File: src/rtl/przesuniecie_sekw_if.sv
// Request/response bundle of the sequential shift unit.
// Operands and mode travel towards the unit; the registered result and flags travel back.
interface przesuniecie_sekw_if #(
    parameter int BITS = 32
);
    logic            i_valid;
    logic            o_ready;
    logic [BITS-1:0] i_arg_A;
    logic [BITS-1:0] i_arg_B;
    logic [1:0]      i_mode;
    logic            o_valid;
    logic [BITS-1:0] o_result;
    logic            o_error;
    logic            o_overflow;

    modport master (
        output i_valid,
        output i_arg_A,
        output i_arg_B,
        output i_mode,
        input  o_ready,
        input  o_valid,
        input  o_result,
        input  o_error,
        input  o_overflow
    );

    modport slave (
        input  i_valid,
        input  i_arg_A,
        input  i_arg_B,
        input  i_mode,
        output o_ready,
        output o_valid,
        output o_result,
        output o_error,
        output o_overflow
    );
endinterface

File: src/rtl/przesuniecie_sekw.sv
// Iterative shifter/rotator: moves the operand STEP bits per clock (LSR, ASR, LSL, ROR)
// behind a valid/ready handshake, with a registered result and error/overflow flags.
module przesuniecie_sekw #(
    parameter int BITS     = 32,
    parameter int STEP     = 1,
    parameter int INVERT_B = 1
) (
    input logic                i_clk,
    input logic                i_rst_n,
    przesuniecie_sekw_if.slave bus
);
    localparam int              CW       = $clog2(BITS + 1);
    localparam logic [BITS-1:0] BITS_V   = BITS'(BITS);
    localparam logic [CW-1:0]   BITS_C   = CW'(BITS);
    localparam logic [CW-1:0]   STEP_C   = CW'(STEP);
    localparam logic [1:0]      MODE_LSR = 2'b00;
    localparam logic [1:0]      MODE_ASR = 2'b01;
    localparam logic [1:0]      MODE_LSL = 2'b10;
    localparam logic [1:0]      MODE_ROR = 2'b11;

    typedef enum logic [1:0] {
        IDLE  = 2'd0,
        SHIFT = 2'd1,
        DONE  = 2'd2
    } state_t;

    state_t state, next_state;

    logic [BITS-1:0] work;
    logic [CW-1:0]   remaining;
    logic [1:0]      mode_q;
    logic            sign_q;
    logic [BITS-1:0] result_q;
    logic            error_q;
    logic            overflow_q;

    logic [BITS-1:0] amt;
    logic [BITS-1:0] amt_n;
    logic            amt_neg;
    logic            amt_big;
    logic            amt_zero;
    logic            accept;
    logic            direct;
    logic            last_step;
    logic [CW-1:0]   step_amt;
    logic [BITS-1:0] fill;
    logic [BITS-1:0] shifted;

    // Amount decode; only meaningful on the accepting edge.
    always_comb begin
        amt      = (INVERT_B != 0) ? ~bus.i_arg_B : bus.i_arg_B;
        amt_neg  = amt[BITS-1];
        amt_big  = (bus.i_mode != MODE_ROR) && (amt > BITS_V);
        amt_n    = (bus.i_mode == MODE_ROR) ? (amt % BITS_V) : amt;
        amt_zero = (amt_n == '0);
    end

    // One iteration of the working register; the final iteration may be shorter than STEP.
    always_comb begin
        step_amt = (remaining > STEP_C) ? STEP_C : remaining;
        fill     = sign_q ? ~({BITS{1'b1}} >> step_amt) : '0;
        shifted  = work;
        case (mode_q)
            MODE_LSR: shifted = work >> step_amt;
            MODE_ASR: shifted = (work >> step_amt) | fill;
            MODE_LSL: shifted = work << step_amt;
            MODE_ROR: shifted = (work >> step_amt) | (work << (BITS_C - step_amt));
            default:  shifted = work;
        endcase
    end

    always_comb begin
        next_state = state;
        accept     = 1'b0;
        direct     = 1'b0;
        last_step  = 1'b0;
        case (state)
            IDLE: begin
                if (bus.i_valid) begin
                    accept     = 1'b1;
                    direct     = amt_neg || amt_big || amt_zero;
                    next_state = direct ? DONE : SHIFT;
                end
            end
            SHIFT: begin
                last_step = (remaining == step_amt);
                if (last_step) begin
                    next_state = DONE;
                end
            end
            DONE:    next_state = IDLE;
            default: next_state = IDLE;
        endcase
    end

    always_ff @(posedge i_clk or negedge i_rst_n) begin
        if (!i_rst_n) begin
            state <= IDLE;
        end else begin
            state <= next_state;
        end
    end

    always_ff @(posedge i_clk or negedge i_rst_n) begin
        if (!i_rst_n) begin
            work      <= '0;
            remaining <= '0;
            mode_q    <= MODE_LSR;
            sign_q    <= 1'b0;
        end else if (accept) begin
            work      <= bus.i_arg_A;
            remaining <= CW'(amt_n);
            mode_q    <= bus.i_mode;
            sign_q    <= bus.i_arg_A[BITS-1];
        end else if (state == SHIFT) begin
            work      <= shifted;
            remaining <= remaining - step_amt;
        end
    end

    // Outputs load only on the edge that enters DONE, so they hold between results.
    always_ff @(posedge i_clk or negedge i_rst_n) begin
        if (!i_rst_n) begin
            result_q   <= '0;
            error_q    <= 1'b0;
            overflow_q <= 1'b0;
        end else if (accept && direct) begin
            result_q   <= (amt_neg || amt_big) ? '0 : bus.i_arg_A;
            error_q    <= amt_neg;
            overflow_q <= !amt_neg && amt_big;
        end else if (last_step) begin
            result_q   <= shifted;
            error_q    <= 1'b0;
            overflow_q <= 1'b0;
        end
    end

    assign bus.o_ready    = (state == IDLE) && i_rst_n;
    assign bus.o_valid    = (state == DONE);
    assign bus.o_result   = result_q;
    assign bus.o_error    = error_q;
    assign bus.o_overflow = overflow_q;
endmodule

File: src/flat_wrapper.sv
// flat-port wrapper written by rule: the top's interface ports become plain ports
module przesuniecie_sekw_flat 
#(
    parameter int BITS     = 32,
    parameter int STEP     = 1,
    parameter int INVERT_B = 1
)
  (i_clk, i_rst_n, bus_i_valid, bus_i_arg_A, bus_i_arg_B, bus_i_mode, bus_o_ready, bus_o_valid, bus_o_result, bus_o_error, bus_o_overflow);
  przesuniecie_sekw_if #(.BITS(BITS)) bus_i ();
  input logic i_clk;
  input logic i_rst_n;
  input wire logic [$bits(bus_i.i_valid)-1:0] bus_i_valid;
  input wire logic [$bits(bus_i.i_arg_A)-1:0] bus_i_arg_A;
  input wire logic [$bits(bus_i.i_arg_B)-1:0] bus_i_arg_B;
  input wire logic [$bits(bus_i.i_mode)-1:0] bus_i_mode;
  output wire logic [$bits(bus_i.o_ready)-1:0] bus_o_ready;
  output wire logic [$bits(bus_i.o_valid)-1:0] bus_o_valid;
  output wire logic [$bits(bus_i.o_result)-1:0] bus_o_result;
  output wire logic [$bits(bus_i.o_error)-1:0] bus_o_error;
  output wire logic [$bits(bus_i.o_overflow)-1:0] bus_o_overflow;
  assign bus_i.i_valid = bus_i_valid;
  assign bus_i.i_arg_A = bus_i_arg_A;
  assign bus_i.i_arg_B = bus_i_arg_B;
  assign bus_i.i_mode = bus_i_mode;
  assign bus_o_ready = bus_i.o_ready;
  assign bus_o_valid = bus_i.o_valid;
  assign bus_o_result = bus_i.o_result;
  assign bus_o_error = bus_i.o_error;
  assign bus_o_overflow = bus_i.o_overflow;
  przesuniecie_sekw #(.BITS(BITS), .STEP(STEP), .INVERT_B(INVERT_B)) u_core (.i_clk(i_clk), .i_rst_n(i_rst_n), .bus(bus_i));
endmodule
File: config.mk
export PLATFORM = sky130hd
export DESIGN_NAME = przesuniecie_sekw_flat
export DESIGN_NICKNAME = d
export VERILOG_FILES = /design/src/rtl/przesuniecie_sekw_if.sv /design/src/rtl/przesuniecie_sekw.sv /design/src/flat_wrapper.sv
export SDC_FILE = /design/constraint.sdc
export NUM_CORES = 1
export LEC_CHECK = 0
export CAP_MARGIN = 5
export CORE_UTILIZATION = 25
export CTS_BUF_LIST = sky130_fd_sc_hd__clkbuf_4 sky130_fd_sc_hd__clkbuf_8 sky130_fd_sc_hd__clkbuf_16
export CTS_CLUSTER_SIZE = 40
export DETAILED_ROUTE_END_ITERATION = 16
export GPL_TIMING_DRIVEN = 1
export PLACE_DENSITY = 0.5
export SYNTH_ARGS = -nofsm -noshare
export SYNTH_HDL_FRONTEND = slang
export SYNTH_SLANG_ARGS = --single-unit
File: constraint.sdc
create_clock -name i_clk -period 3.9 [get_ports i_clk]
set_input_delay 1.17 -clock i_clk [delete_from_list [all_inputs] [get_ports i_clk]]
set_output_delay 1.17 -clock i_clk [all_outputs]
set_load 0.02 [all_outputs]
==> results.sh, run 1 <==
export IMPL_start_util_pct=25.5
export IMPL_tightestPinTransition_ns=0.998
export IMPL_first_global_vias=5318
export IMPL_grt_ovfl_total=0
export IMPL_cts_buffers=9
export IMPL_rows=54
export IMPL_diodes=0
export IMPL_synth_area_per_cell_um2=9.12
export IMPL_final_util_pct=32.9
export IMPL_drive_gt1_share_pct=12.9
export IMPL_status="finished, final reports clean"
export IMPL_core_mm2=0.0218
export IMPL_irDropWorstVdd_mv=0.258
export IMPL_clock_sinks=77
export IMPL_yosysWarnings=0
export IMPL_postRouteAntennaNets=0
export IMPL_wl_per_cell_um=19.2
export IMPL_totalWireLength_mm=18.9
export IMPL_min_period_ns=3.28
export IMPL_synthCells=611
export IMPL_r2r_cells=14
export IMPL_drv_slew=0
export IMPL_p_leak_nw=2.95
export IMPL_r2r_start="u_core.remaining[1]"
export IMPL_post_place_ws_ns=0.382
export IMPL_multi_input_area_mm2=0.00333
export IMPL_endpoint_kind="flop"
export IMPL_synthArstFlopShare_pct=100
export IMPL_gp_congestion=0.818
export IMPL_synth_seq_cells=77
export IMPL_cp_arrival_ns=3.51
export IMPL_die_width_um=151
export IMPL_die_y_um=151
export IMPL_crit_type="reg2reg"
export IMPL_first_iter_violations=447
export IMPL_clk_pin_slew_ns=0.06
export IMPL_setup_slack_ns=0.623
export IMPL_grt_pass1_wl_mm=30.3
export IMPL_hold_path_cell_count=1
export IMPL_synth_edf_count=0
export IMPL_mostFrequentLayoutCells="clkdlybuf4s50_1, nand2_1, dfrtp_1, o21ai_0, a21oi_1"
export IMPL_hold_start="u_core.bus.o_overflow"
export IMPL_clk_latency_ns=0.35
export IMPL_grt_max_degree=45
export IMPL_port_buffers=104
export IMPL_holdWs_ns=0.482
export IMPL_setup_viol=0
export IMPL_r2r_end="u_core.bus.o_result[24]"
export IMPL_max_cap_viol_count=0
export IMPL_clock_skew_ns=0.00854
export IMPL_holdPathEnd="u_core.bus.o_overflow"
export IMPL_r2r_slack_ns=0.62
export IMPL_die_area_mm2=0.0229
export IMPL_period_share_pct=84.0
export IMPL_seq_area_frac_synth_pct=34.6
export IMPL_vias_per_cell=5.33
export IMPL_cts_resized=0
export IMPL_drc_errors=0
export IMPL_critPathMaxFanout=21
export IMPL_start_kind="flop"
export IMPL_antenna_found_initial=0
export IMPL_yosysUniqueCellTypes=72
export IMPL_cts_root_buf="clkbuf_16"
export IMPL_hpwlAfterDp_mm=13.4
export IMPL_hold_class="reg2reg"
export IMPL_grt_usage_pct=17.4
export IMPL_cts_setup_buffers=0
export IMPL_first_pass_iters=7
export IMPL_setup_tns_ns=0
export IMPL_cts_buffer_depth=2
export IMPL_worstPathRequired_ns=4.13
export IMPL_htree_levels=3
export IMPL_power_density_mw_per_mm2=716
export IMPL_max_freq_mhz=305
export IMPL_netlist_area_mm2=0.00557
export IMPL_finalPower_w=0.00514
export IMPL_regArea_mm2=0.00193
export IMPL_synthFlopType="dfrtp_1"
export IMPL_syn_to_final_growth_pct=28.8
export IMPL_vias=5237
export IMPL_rsz0062_at_grt="false"
export IMPL_io_pin_count=105
export IMPL_fillCellCount=2273
export IMPL_relSlewSlack_pct=33.2
export IMPL_cts_hold_buffers=0
export IMPL_fin_nets=774
export IMPL_cts_tree="done"
export IMPL_hold_viol_final=0
export IMPL_final_common_cell="clkdlybuf4s50_1"
## cells in the mapped netlist, types with 5 or more instances
cell       number  share of area [%]
a21o_1         25                3.4
mux4_2          9                3.6
a221oi_2        5                1.3
a21oi_1        31                2.8
o22ai_1        13                1.5
buf_2          17                1.5
nand4_1         9                1.0
and2_1          5               0.56
mux2i_1         9                1.6
nor2b_1         6               0.67
and3_1          7               0.79
nor3_1          9               0.81
a22oi_1        27                3.6
ha_1            6                1.3
a221oi_1       11                1.7
nand3_1        21                1.9
a2bb2oi_2      13                3.5
buf_6           5                1.0
o211a_1        12                2.2
o21ai_0        43                3.9
nand2b_1       10                1.1
dfrtp_1        77                 35
o221ai_1        6               0.94
a211oi_1        8                1.1
clkbuf_1       24                1.6
nand2_1        95                6.4
inv_1          12               0.81
nor2_1         12               0.81
a31oi_1         8               0.90
## report_power, final
group	total, W	leakage (nW)	switching, W	internal [W]
Clock	0.000822	0.146	0.000329	0.000493
Sequential	0.00159	0.930	0.000465	0.00113
Combinational	0.00272	1.87	0.00151	0.00122
## final cells by class
cell class | instances | area share, %
clock buffers | 14 | 3.92
flip-flops and latches | 77 | 26.8
well taps | 280 | 4.88
multi-input cells | 469 | 46.4
inverters | 14 | 0.767
repair buffers | 128 | 17.1
clock inverters | 1 | 0.0697
## how the worst max path moves through the flow
stage | startpoint | to | slack, ns
floorplan | u_core.remaining[1] | u_core.bus.o_result[28] | 0.33
global placement | bus_i_arg_B[31] | u_core.bus.o_result[15] | 0.41
detailed placement | bus_i_arg_B[31] | u_core.bus.o_result[16] | 0.38
CTS | u_core.remaining[1] | u_core.bus.o_result[24] | 0.60
global route | u_core.remaining[1] | u_core.bus.o_result[24] | 0.36
finish | u_core.remaining[1] | u_core.bus.o_result[24] | 0.62
## critical path, cell delays in order, from the launching register on
cell and delay, ns:
dfrtp_1 0.44, nor4_4 0.37, nand2_4 0.22, inv_2 0.10
ha_1 0.14, buf_4 0.17, inv_1 0.11, ha_1 0.42
nand4_1 0.14, a21oi_1 0.05, buf_4 0.21, a21boi_0 0.16
a211oi_1 0.39, nand2_1 0.11, o211a_1 0.13
## cells by family (layout without fill, tap and decap cells)
group	Yosys count	count (layout)	share of synthesized area, %
simple gates	195	195	17.8
compound gates	241	241	33.1
buf+inv	67	157	5.99
mux	23	23	7.07
fa+ha+maj	6	6	1.35
other cells	2	4	0.135
flops	77	77	34.6
## flip-flops by register name, summed over array words and instances, names as in the netlist
register and count:
u_core.state 2, u_core.sign_q 1, u_core.bus.o_overflow 1, u_core.bus.o_result 32, u_core.mode_q 2, u_core.remaining 6, u_core.work 32, u_core.bus.o_error 1
## routing by layer
| layer | up-vias | GRT usage [%] | share of wire, % |
|---|---|---|---|
| li1 | 2503 | - | - |
| met1 | 2572 | 24.0 | 47 |
| met2 | 148 | 27.3 | 46 |
| met3 | 14 | 3.46 | 5.6 |
| met4 | 0 | 4.90 | 1.2 |
| met5 | - | 0 | 0 |
## per-stage QoR
step,area [um^2],instances
2_1_floorplan,5580,613
3_3_place_gp,6890,968
3_5_place_dp,6890,968
4_1_cts,7180,983
5_1_grt,7180,983
6_report,7180,983
Power figures use the tool's default switching activity.
==> run 2: changes to the inputs <==
Settings changed: PLACE_DENSITY 0.5 to 0.52.
Clock period 3.9 ns to 3 ns, I/O delays scaled along.
==> run 2 against run 1 <==
Register-to-register slack lost 0.49 ns; global-route usage fell by 0.28 points; highest routed layer unchanged; largest cell class unchanged; sequential share of layout area fell by 1.3 points; critical endpoint is now u_core.bus.o_result[16].
==> results.sh, run 2 (same netlist as run 1, synthesis figures left out) <==
export IMPL_antenna_found_initial=0
export IMPL_totalWireLength_mm=18.7
export IMPL_grt_usage_pct=17.1
export IMPL_vias_per_cell=5.22
export IMPL_cts_buffers=9
export IMPL_setup_viol=0
export IMPL_diodes=0
export IMPL_fin_nets=798
export IMPL_clock_sinks=77
export IMPL_grt_pass1_wl_mm=29.9
export IMPL_htree_levels=3
export IMPL_wl_per_cell_um=18.5
export IMPL_status="finished, final reports clean"
export IMPL_cts_hold_buffers=0
export IMPL_syn_to_final_growth_pct=35.5
export IMPL_power_density_mw_per_mm2=940
export IMPL_rows=54
export IMPL_drive_gt1_share_pct=17.6
export IMPL_mostFrequentLayoutCells="clkdlybuf4s50_1, nand2_1, dfrtp_1, buf_4, o21ai_0"
export IMPL_hold_viol_final=0
export IMPL_die_width_um=151
export IMPL_setup_tns_ns=0
export IMPL_clk_latency_ns=0.35
export IMPL_drc_errors=0
export IMPL_relSlewSlack_pct=46.8
export IMPL_clk_pin_slew_ns=0.07
export IMPL_start_util_pct=25.5
export IMPL_hpwlAfterDp_mm=13.6
export IMPL_tightestPinTransition_ns=0.795
export IMPL_die_y_um=151
export IMPL_die_area_mm2=0.0229
export IMPL_max_cap_viol_count=0
export IMPL_irDropWorstVdd_mv=0.322
export IMPL_cp_arrival_ns=3.11
export IMPL_hold_class="reg2reg"
export IMPL_cts_buffer_depth=2
export IMPL_period_share_pct=95.7
export IMPL_gp_congestion=0.888
export IMPL_crit_type="reg2reg"
export IMPL_port_buffers=104
export IMPL_rsz0062_at_grt="false"
export IMPL_endpoint_kind="flop"
export IMPL_final_common_cell="clkdlybuf4s50_1"
export IMPL_vias=5260
export IMPL_critPathMaxFanout=16
export IMPL_grt_max_degree=43
export IMPL_start_kind="flop"
export IMPL_first_pass_iters=5
export IMPL_worstPathRequired_ns=3.24
export IMPL_core_mm2=0.0218
export IMPL_cts_tree="done"
export IMPL_critPathMaxStageDelay_ns=0.71
export IMPL_max_freq_mhz=348
export IMPL_cts_root_buf="clkbuf_16"
export IMPL_p_leak_nw=3.12
export IMPL_io_pin_count=105
export IMPL_cp_cell_sequence="nor4_4, nand2_4, inv_4, buf_4, mux4_1, a221oi_1, nand2_1, o211a_1"
export IMPL_first_global_vias=5201
export IMPL_grt_ovfl_total=0
export IMPL_first_iter_violations=340
export IMPL_final_util_pct=34.6
export IMPL_drv_slew=0
export IMPL_min_period_ns=2.87
export IMPL_clock_skew_ns=0.00865
export IMPL_crit_slowest_cell="mux4_1"
export IMPL_postRouteAntennaNets=0
run 2: path summary, 6_finish.rpt:
path                                     startpoint                      end  slack, ns  cells after the start
worst min register to register   u_core.bus.o_error       u_core.bus.o_error       0.49                      1
min in group asynchronous                   i_rst_n  u_core.bus.o_result[12]       0.65                      2
worst max register to register  u_core.remaining[2]  u_core.bus.o_result[16]       0.13                      8
worst min-delay path             u_core.bus.o_error       u_core.bus.o_error       0.49                      1
max in group asynchronous                   i_rst_n          u_core.work[31]       1.40                      3
worst max-delay path            u_core.remaining[2]  u_core.bus.o_result[16]       0.13                      8
run 2: worst max-delay path: cells and delay by family, from the launching register on:
family          cells  cell delay [ns]
buf+inv             2             0.34
mux                 1             0.71
simple gates        3             0.67
flops               1             0.44
compound gates      2             0.59
run 2: stage by stage:
step | power, W | cells | hold slack (ns) | cell area (um^2) | setup WS, ns
after global routing | 0.00756 | 1008 | 0.522 | 7550 | 0.000809
after detailed placement | 0.00573 | 989 | 0.475 | 7140 | -0.135
final | 0.00710 | 1008 | 0.489 | 7550 | 0.129
after floorplan | 0.00447 | 613 | 0.469 | 5740 | -0.0714
after CTS | 0.00715 | 1005 | 0.490 | 7510 | 0.0973
after global placement | 0.00573 | 989 | 0.468 | 7140 | -0.110
run 2: timing repair:
item | in CTS | in global routing
buffers inserted | 0 | 3
setup endpoints to repair | 0 | 12
gates resized for setup | 0 | 1
run 2: power breakdown:
| group | total [W] | internal [W] | switching, W | leakage (nW) |
|---|---|---|---|---|
| sequential | 0.00208 | 0.00147 | 0.000615 | 0.930 |
| clock | 0.00138 | 0.000920 | 0.000464 | 0.183 |
| combinational | 0.00363 | 0.00166 | 0.00197 | 2.01 |
run 2: per-layer routing:
metal | global-route usage [%] | part of all wire [%]
met1 | 23.6 | 47
met2 | 27.4 | 47
met3 | 2.56 | 4.8
met4 | 4.90 | 1.4
met5 | 0 | 0
run 2: final cells by class:
cell class | instances | area (um^2)
fill | 2249 | 14300
multi-input combinational | 469 | 3420
sequential | 77 | 1930
timing repair buffer | 152 | 1420
tap | 280 | 350
clock buffer | 10 | 239
clock inverter | 6 | 134
inverter | 14 | 62.6
==> run 3: changes to the inputs <==
Settings changed: PLACE_DENSITY 0.52 to 0.5.
Clock period 3 ns to 3.7 ns, I/O delays scaled along.
==> run 3 against run 2 <==
Register-to-register slack gained 0.40 ns; sequential cell count unchanged; global-route usage rose by 0.26 points; sequential share of layout area increased by 1.1 points; worst setup slack better by 0.40 ns; via count about the same; maximum frequency shrank 9.4%; critical path depth increased by 4; cell count shrank 2.2%; total power fell by 22%.
==> results.sh, run 3 (same netlist as run 1, synthesis figures left out) <==
export IMPL_hold_class="reg2reg"
export IMPL_clk_pin_slew_ns=0.06
export IMPL_power_density_mw_per_mm2=766
export IMPL_grt_usage_pct=17.4
export IMPL_dr_wl_met3_mm=1.00
export IMPL_rsz0062_at_grt="false"
export IMPL_dp_cells=970
export IMPL_die_width_um=151
export IMPL_cts_buffer_depth=2
export IMPL_cts_resized=0
export IMPL_drive_gt1_share_pct=13.3
export IMPL_met2_length_mm=8.74
export IMPL_cts_root_buf="clkbuf_16"
export IMPL_switching_share_pct=44.4
export IMPL_die_area_mm2=0.0229
export IMPL_htree_levels=3
export IMPL_netSwitchingPower_w=0.00246
export IMPL_totalWireLength_mm=19.2
export IMPL_min_period_ns=3.17
export IMPL_highest_layer="met4"
export IMPL_fin_area_mm2=0.00724
export IMPL_vias=5265
export IMPL_hpwlAfterDp_mm=13.4
export IMPL_mostFrequentLayoutCells="clkdlybuf4s50_1, nand2_1, dfrtp_1, o21ai_0, a21oi_1"
export IMPL_vias_per_cell=5.34
export IMPL_grt_pass1_wl_mm=30.3
export IMPL_r2r_start="u_core.remaining[1]"
export IMPL_max_freq_mhz=316
export IMPL_holdWs_ns=0.475
export IMPL_endpoint_kind="flop"
export IMPL_core_mm2=0.0218
export IMPL_grt_ovfl_total=0
export IMPL_cts_buffers=9
export IMPL_period_share_pct=85.6
export IMPL_p_leak_nw=2.98
export IMPL_setup_viol=0
export IMPL_irDropWorstVdd_mv=0.230
export IMPL_diodes=0
export IMPL_rows=54
export IMPL_wl_per_cell_um=19.5
export IMPL_drc_errors=0
export IMPL_status="finished, final reports clean"
export IMPL_critPathMaxFanout=15
export IMPL_hold_viol_final=0
export IMPL_fin_nets=776
export IMPL_power_frac_comb_pct=51.7
export IMPL_cts_hold_buffers=0
export IMPL_cp_arrival_ns=3.45
export IMPL_cts_setup_buffers=0
export IMPL_start_kind="flop"
export IMPL_io_pin_count=105
export IMPL_first_iter_violations=402
export IMPL_first_pass_iters=5
export IMPL_first_global_vias=5238
export IMPL_setup_tns_ns=0
export IMPL_relSlewSlack_pct=31.9
export IMPL_antenna_found_initial=0
export IMPL_final_cells=986
export IMPL_worstPathRequired_ns=3.98
export IMPL_die_y_um=151
export IMPL_start_util_pct=25.5
export IMPL_tightestPinTransition_ns=1.02
export IMPL_timing_critical_path_from="u_core.remaining[1]"
export IMPL_final_common_cell="clkdlybuf4s50_1"
export IMPL_drt_met1_wl_mm=9.17
export IMPL_gp_congestion=0.828
export IMPL_drv_slew=0
export IMPL_pwr_share_clk_pct=17.9
export IMPL_cts_tree="done"
export IMPL_postRouteAntennaNets=0
export IMPL_dpl_cell_area_mm2=0.00691
export IMPL_p_seq_share_pct=30.4
export IMPL_clk_latency_ns=0.35
export IMPL_hold_start="u_core.bus.o_overflow"
export IMPL_clock_skew_ns=0.00872
export IMPL_final_util_pct=33.2
export IMPL_syn_to_final_growth_pct=29.9
export IMPL_clock_sinks=77
export IMPL_crit_type="reg2reg"
export IMPL_max_cap_viol_count=0
export IMPL_port_buffers=104
export IMPL_grt_max_degree=41
export IMPL_internal_power_w=0.00308
run 3: layer usage:
layer | vias to the layer above | GRT usage [%]
li1 | 2499 | -
met1 | 2605 | 24.4
met2 | 145 | 27.4
met3 | 16 | 2.44
met4 | 0 | 5.00
met5 | - | 0
run 3: cell type report:
type / count / area [um^2]
fillers: 2269 / 14600
clock buffers: 14 / 294
well taps: 280 / 350
clock inverters: 2 / 37.5
multi-input cells: 469 / 3330
flip-flops and latches: 77 / 1930
inverters: 14 / 55.1
repair buffers: 130 / 1250
run 3: final timing paths:
check | end | slack, ns | depth (start not counted)
worst max-delay path | u_core.bus.o_result[11] | 0.53 | 12
worst min-delay path | u_core.bus.o_overflow | 0.48 | 1
worst max register to register | u_core.bus.o_result[11] | 0.53 | 12
worst min register to register | u_core.bus.o_overflow | 0.48 | 1
max in group asynchronous | u_core.work[27] | 1.89 | 3
min in group asynchronous | u_core.bus.o_result[3] | 0.86 | 2
run 3: power by group through the flow:
stage,clock [W],sequential [W],combinational [W]
6_report,0.000993,0.00168,0.00287
2_1_floorplan,0,0.00169,0.00183
3_3_place_gp,0,0.00169,0.00285
3_5_place_dp,0,0.00169,0.00286
5_1_grt,0.00104,0.00174,0.00313
4_1_cts,0.00101,0.00168,0.00287
run 3: stage by stage:
step                setup WS [ns]  power, W
floorplan                   0.130   0.00352
global route                0.231   0.00591
detailed placement          0.297   0.00455
finish                      0.533   0.00554
CTS                         0.499   0.00556
global placement            0.332   0.00454
run 3: worst max-delay path, stage by stage, from the launching register on:
cell and delay (ns):
dfrtp_1 0.44, nor4_4 0.37, nand2_4 0.09, inv_2 0.07, ha_1 0.15, inv_1 0.09
ha_1 0.42, nand4b_1 0.23, a21oi_2 0.54, buf_4 0.25, a221oi_1 0.10, a21o_1 0.22
a2bb2oi_2 0.12
